<file path="src/rtl/gpio_reg_arbiter.sv">
// ---------------------------------------------------------------------------
// gpio_reg_arbiter
//
// Round-robin arbiter that shares the single register-bus port of one GPIO
// peripheral among NumReq register-bus requesters. One transaction is in
// flight at a time. The granted request is forwarded live to the GPIO. The
// GPIO response is routed back only to the requester that owns the grant.
//
// Optional feature macro: GPIO_REG_ARB_TIMEOUT_EN
//   Defined   : a BUSY transfer that has not seen ready after TimeoutCycles
//               BUSY cycles is aborted with an error response and a one-cycle
//               timeout_o pulse.
//   Undefined : BUSY waits indefinitely for ready and timeout_o is tied low.
//
// Parameters
//   NumReq        number of requesters (>= 1)
//   TimeoutCycles BUSY cycles before abort (>= 1, timeout build only)
//   reg_req_t     request struct  {valid, write, addr, wdata, wstrb}
//   reg_rsp_t     response struct {ready, rdata, error}
//
// Ports
//   clk_i      clock, all state changes on the rising edge
//   rst_ni     synchronous active-low reset
//   req_i      requests from the requesters (NumReq entries)
//   rsp_o      responses to the requesters (NumReq entries)
//   req_o      request to the GPIO register port
//   rsp_i      response from the GPIO register port
//   busy_o     high while a transfer is in progress
//   grant_o    index of the current or last granted requester
//   timeout_o  one-cycle pulse when a transfer is aborted
// ---------------------------------------------------------------------------

package gpio_reg_arbiter_pkg;

    typedef struct packed {
        logic        valid;
        logic        write;
        logic [31:0] addr;
        logic [31:0] wdata;
        logic [3:0]  wstrb;
    } reg_req_t;

    typedef struct packed {
        logic        ready;
        logic [31:0] rdata;
        logic        error;
    } reg_rsp_t;

endpackage

module gpio_reg_arbiter #(
    parameter int unsigned NumReq        = 32'd2,
    parameter int unsigned TimeoutCycles = 32'd16,
    parameter type         reg_req_t     = gpio_reg_arbiter_pkg::reg_req_t,
    parameter type         reg_rsp_t     = gpio_reg_arbiter_pkg::reg_rsp_t,
    localparam int unsigned IdxW         = (NumReq > 32'd1) ? $clog2(NumReq) : 32'd1
) (
    input  logic                  clk_i,
    input  logic                  rst_ni,
    input  reg_req_t [NumReq-1:0] req_i,
    output reg_rsp_t [NumReq-1:0] rsp_o,
    output reg_req_t              req_o,
    input  reg_rsp_t              rsp_i,
    output logic                  busy_o,
    output logic [IdxW-1:0]       grant_o,
    output logic                  timeout_o
);

    // Reject illegal configurations at elaboration time.
    if (NumReq < 32'd1) begin : g_num_req_check
        $error("gpio_reg_arbiter: NumReq must be at least 1");
    end
    if (TimeoutCycles < 32'd1) begin : g_timeout_check
        $error("gpio_reg_arbiter: TimeoutCycles must be at least 1");
    end

    localparam int unsigned ReqW = $bits(reg_req_t);
    localparam int unsigned RspW = $bits(reg_rsp_t);

    localparam logic [0:0] StIdle = 1'b0;
    localparam logic [0:0] StBusy = 1'b1;

    logic [0:0]      state_q, state_d;
    logic [IdxW-1:0] grant_q, grant_d;
    logic [IdxW-1:0] ptr_q, ptr_d;

    logic            pick_valid;
    logic [IdxW-1:0] pick_idx;
    logic [IdxW-1:0] cand;
    logic [IdxW-1:0] grant_next;
    logic            abort;
    logic            finish;
    reg_rsp_t        abort_rsp;

    // Pointer value after the current owner: the requester just above it, wrapping.
    assign grant_next = (grant_q == IdxW'(NumReq - 32'd1)) ? {IdxW{1'b0}}
                                                           : grant_q + IdxW'(1'b1);

`ifdef GPIO_REG_ARB_TIMEOUT_EN
    localparam int unsigned CntW = (TimeoutCycles > 32'd1) ? $clog2(TimeoutCycles) : 32'd1;

    logic [CntW-1:0] cnt_q, cnt_d;

    // Abort fires in the TimeoutCycles-th BUSY cycle; a same-cycle ready wins.
    assign abort = (state_q == StBusy) && !rsp_i.ready &&
                   (cnt_q == CntW'(TimeoutCycles - 32'd1));

    // Wait counter: held at zero while idle so every grant starts from zero.
    always_comb begin
        cnt_d = cnt_q;
        if (state_q == StIdle) begin
            cnt_d = {CntW{1'b0}};
        end else if (!rsp_i.ready) begin
            cnt_d = cnt_q + CntW'(1'b1);
        end else begin
            cnt_d = cnt_q;
        end
    end

    // Wait counter register.
    always_ff @(posedge clk_i) begin
        if (!rst_ni) begin
            cnt_q <= {CntW{1'b0}};
        end else begin
            cnt_q <= cnt_d;
        end
    end
`else
    assign abort = 1'b0;
`endif

    // Round-robin pick: first valid requester at or above ptr_q, wrapping.
    always_comb begin
        pick_valid = 1'b0;
        pick_idx   = ptr_q;
        cand       = ptr_q;
        for (int unsigned i = 0; i < NumReq; i++) begin
            cand = IdxW'((32'(ptr_q) + i) % NumReq);
            if (!pick_valid && req_i[cand].valid) begin
                pick_valid = 1'b1;
                pick_idx   = cand;
            end else begin
                pick_valid = pick_valid;
            end
        end
    end

    // A BUSY transfer ends on ready, on abort, or when the owner withdraws.
    assign finish = rsp_i.ready || abort || !req_i[grant_q].valid;

    // Next-state logic for the IDLE/BUSY controller.
    always_comb begin
        state_d = state_q;
        grant_d = grant_q;
        ptr_d   = ptr_q;
        case (state_q)
            StIdle: begin
                if (pick_valid) begin
                    state_d = StBusy;
                    grant_d = pick_idx;
                end else begin
                    state_d = StIdle;
                end
            end
            StBusy: begin
                if (finish) begin
                    state_d = StIdle;
                    ptr_d   = grant_next;
                end else begin
                    state_d = StBusy;
                end
            end
            default: begin
                state_d = StIdle;
            end
        endcase
    end

    // Controller state registers.
    always_ff @(posedge clk_i) begin
        if (!rst_ni) begin
            state_q <= StIdle;
            grant_q <= {IdxW{1'b0}};
            ptr_q   <= {IdxW{1'b0}};
        end else begin
            state_q <= state_d;
            grant_q <= grant_d;
            ptr_q   <= ptr_d;
        end
    end

    // Error response returned to the owner when a stalled transfer is aborted.
    always_comb begin
        abort_rsp       = {RspW{1'b0}};
        abort_rsp.ready = 1'b1;
        abort_rsp.error = 1'b1;
    end

    // Bus forwarding. Outputs are forced quiet while reset is asserted so that
    // nothing leaks between the reset request and the reset edge.
    always_comb begin
        req_o = {ReqW{1'b0}};
        rsp_o = {(NumReq * RspW){1'b0}};
        if (rst_ni && (state_q == StBusy)) begin
            req_o          = req_i[grant_q];
            rsp_o[grant_q] = rsp_i;
            if (abort) begin
                req_o.valid    = 1'b0;
                rsp_o[grant_q] = abort_rsp;
            end else begin
                req_o.valid    = req_i[grant_q].valid;
            end
        end else begin
            req_o = {ReqW{1'b0}};
        end
    end

    assign busy_o    = rst_ni && (state_q == StBusy);
    assign grant_o   = grant_q;
    assign timeout_o = rst_ni && abort;

endmodule

</file>
<file path="config.mk">
export PLATFORM = sky130hd
export DESIGN_NAME = gpio_reg_arbiter
export DESIGN_NICKNAME = d
export VERILOG_FILES = /design/src/rtl/gpio_reg_arbiter.sv
export SDC_FILE = /design/constraint.sdc
export NUM_CORES = 1
export LEC_CHECK = 0
export BUFFER_PORTS_ARGS = -buffer_cell sky130_fd_sc_hd__buf_2
export CAP_MARGIN = 40
export CORE_AREA = 5 5 120 122
export CTS_BUF_LIST = sky130_fd_sc_hd__clkbuf_4
export DETAILED_ROUTE_END_ITERATION = 8
export DIE_AREA = 0 0 125 127
export GPL_TIMING_DRIVEN = 0
export MAX_ROUTING_LAYER = met4
export SLEW_MARGIN = 20
export SYNTH_ARGS = -nofsm -noshare
export SYNTH_HDL_FRONTEND = slang
export SYNTH_SLANG_ARGS = --single-unit
</file>
<file path="constraint.sdc">
create_clock -name clk_i -period 1.2 [get_ports clk_i]
set_input_delay 0.06 -clock clk_i [delete_from_list [all_inputs] [get_ports clk_i]]
set_output_delay 0.06 -clock clk_i [all_outputs]
set_load 0.02 [all_outputs]
</file>
* Word level (Yosys, flattened, before mapping) *
Index checks and enable logic that the tools add are counted.
W data, S select, Z words.

word-level totals
  register bits = 3
  input bits = 176
  logic and storage cells = 36

cells by class
  add/sub/neg operators = 2
  magnitude comparators = 4
  multiplexer cells = 17
  bitwise gates (word level) = 2
  reduce and logical (&&, ||, !) cells = 8

operator list
  kind                   number
  $mux W70               7
  $and A68 B68 Y68       1
  $mux W68               1
  $demux W34 S1          1
  $mux W34               1
  $lt A1 B2 Y1 const B   3
  $mux W1                6
  $reduce_and A2 Y1      2
  $logic_and A1 B1 Y1    3
  $add A1 B1 Y1 const B  2
  $logic_not A1 Y1       2
  $pmux W1 S2            1
  $ge A1 B1 Y1 const B   1
  $logic_or A1 B1 Y1     1
  $not A1 Y1             1

* Longest topological paths before layout *
  depth after elaboration = 8
  gate-level depth with buffers = 5
  gate-level depth less buffers = 3

* Worst setup path before layout *
OpenSTA, ideal clock, no wires.

  path kind = register to output
  start point = register grant_q, in the netlist grant_o
  end point = output port req_o[63] (netlist bit)
  arrival = 1.298 ns
  required time = 1.140 ns
  slack = -0.158 ns
  stages on the path, launching flop included = 6
  path buffers = 3
  path through = dfxtp_1 -> buf_4 -> buf_6 -> buf_4 -> mux2i_1 -> nor2_1

RTL lines
  what                      RTL line  RTL
  start: declaration        84        logic [IdxW-1:0] grant_q, grant_d;
  start signal: assignment  183       grant_q <= {IdxW{1'b0}};
  start signal: assignment  187       grant_q <= grant_d;
  end: declaration          62        output reg_req_t req_o,

==> results.cfg <==
[global_route]
antenna_found_initial = 1
overflow = 0
grt_pass1_vias = 3217
grt_max_degree = 11
track_usage = 0.128
grt_pass1_wl_um = 16100

[synth]
synth.most_common_cell = nor2_1
netlist.top_cell.by_area = mux2i_1
synth_seq_cells = 3
synth-seq-area-share = 0.0354
ys_async_sr_fraction = 0
synth_warnings = 0
synth_enable_flop_cells = 0
synth_nets = 429
yosysUniqueCellTypes = 22
postSynthAreaPerCell_um2 = 6.71
synth_flop_cell = dfxtp_1
synth.top_cells.by_count = nor2_1, mux2i_1, and2_1
syn_area_um2 = 1700
postSynthCellCount = 253
ys_top_cells_by_area = mux2i_1, nor2_1, and2_1, and3_1, buf_4
synth_top_area_frac = 0.413

[timing]
grt_setup_unrepaired = yes
setup_viol = 140
holdWs_ps = 120
worst_slack_ps = -336
setup_tns_ps = -32730
max_freq_mhz = 651
slew_viol_final = 0
timing_hold_violations_final = 0
final.min_clock_period_ps = 1540
post-route-period-util = 1.28
skew_ps = 2.81

[floorplan]
die-area_um2 = 15900
die_width_um = 125
initial_utilization = 0.130
coreArea_um2 = 13100
rows = 42
ios = 317
die_y_um = 127

[pwr]
p_leak_uw = 0.00253
p_per_area_nw_per_um2 = 431
finalPower_uw = 2030
vdd_drop_max_v = 0.000145

[cts]
cts.htree.levels = 1
cts_tree = done
cts_num_sinks = 3
cts_buffer_depth = 2
cts.reportedPaths.clkPinSlew_ps = 40
clock_latency_ps = 240
cts_root_buf = clkbuf_4
cts_inserted_buffers = 3

[min_path]
whs_path_depth = 2
hold_start = rsp_i[33]
min_to = ptr_q$_SDFFE_PN0P_
min_path_type = input pin to register

[routing]
drt_pre_antenna_iters = 4
avgRoutedWirePerCell_um = 15.8
vias = 3161
drtIter0Drc = 61
via_per_inst = 4.10
route.detailed.drc = 0
wl_um = 12200
ant_nets = 0

[worst_setup_path]
critical_path_class = register to primary output
rr_startpoint = grant_o$_SDFFE_PN0P_
path_buf_inv = 4
r2r_cells = 6
cp_common_cell = buf_12
slowest_stage = dfxtp_4
r2r_setup_slack_ps = -180
cp-end-kind = primary output
crit_chain = buf_12 > buf_12 > clkbuf_16 > mux2i_2 > nor2_2 > buf_6
worstSetupStartpointType = register
slowest_delay_ps = 370
cp_data_arrival_time_ps = 1480
path_delay_family = buffers and inverters
rr_endpoint = state_q$_SDFF_PN0_
worstPathRequired_ps = 1140
cp_max_fo = 6

[cells_and_area]
fin_area_um2 = 4720
fin_util = 0.360
drive_gt1_frac = 0.764
final_nets = 771
area_growth_pct = 178
fill_cells = 1361

[run]
cap_viol_max_count = 0

[placed_design]
gp_congestion = 0.912
hpwl_um = 9360
portBuffers = 315
dpl_cell_area_um2 = 3560

[outcome]
violations = negative setup slack
status = finished with violations
==> repair_timing <==
item	4_1_cts	5_1_grt
endpoints found under the setup margin	141	142
endpoints found under the hold margin	0	0
buffers inserted	8	5
gates cloned	2	8
hold buffers	0	0
pin swaps	6	14
resized for setup	102	171
==> area by class of cell <==
| cell class | instances | area, µm² | area share |
|---|---|---|---|
| antenna | 1 | 2.50 | 0.000531 |
| buffer | 26 | 289 | 0.0613 |
| clock buffer | 4 | 30.0 | 0.00637 |
| inverter | 3 | 16.3 | 0.00345 |
| multi-input combinational | 222 | 1760 | 0.374 |
| sequential | 3 | 67.6 | 0.0143 |
| tap | 176 | 220 | 0.0467 |
| timing repair buffer | 336 | 2330 | 0.493 |
==> worst max path at each step <==
stage,startpoint,endpoint,cells past startpoint
after floorplan,grant_o$_SDFFE_PN0P_,req_o[63],5
after global placement,state_q$_SDFF_PN0_,rsp_o[28],5
after detailed placement,state_q$_SDFF_PN0_,rsp_o[28],5
after CTS,grant_o$_SDFFE_PN0P_,req_o[55],6
after global routing,grant_o$_SDFFE_PN0P_,req_o[56],6
final,grant_o$_SDFFE_PN0P_,req_o[56],6
==> layer usage <==
metal  routed length [µm]  track usage
met5                    0            -
met4                  298       0.0389
met3                 1120       0.0355
met2                 6480        0.241
met1                 4310        0.129
==> kinds of logic (layout without fill, tap and decap cells) <==
family,Yosys count,after routing,share of synthesized area
compound gates,7,7,0.0273
buf+inv,29,369,0.0973
flops,3,3,0.0354
mux,70,70,0.413
other cells,1,2,0.00221
simple gates,143,144,0.425
==> flip-flops by register name, summed over array words and instances (netlist names) <==
name and cells:
grant_o 1, ptr_q 1, state_q 1
==> cell usage in the layout, fill, tap and decap left out, drive strengths merged, types with 2 or more instances in the layout <==
master / count
inv: 3
buf: 348
and2: 35
clkbuf: 18
dfxtp: 3
mux2i: 70
nor2: 72
and3: 34
nand2: 2
o21ai: 2
==> through the flow <==
stage	instances	setup slack, ps
finish	771	-336
detailed placement	744	-388
global route	771	-408
CTS	758	-335
floorplan	253	11.0
global placement	744	-377
==> where the power goes <==
part,leakage [µW],internal [µW],switching (µW)
Clock,0.0000184,148,59.0
Sequential,0.0000261,109,14.0
Combinational,0.00249,893,810
(Power assumes the default switching activity.)
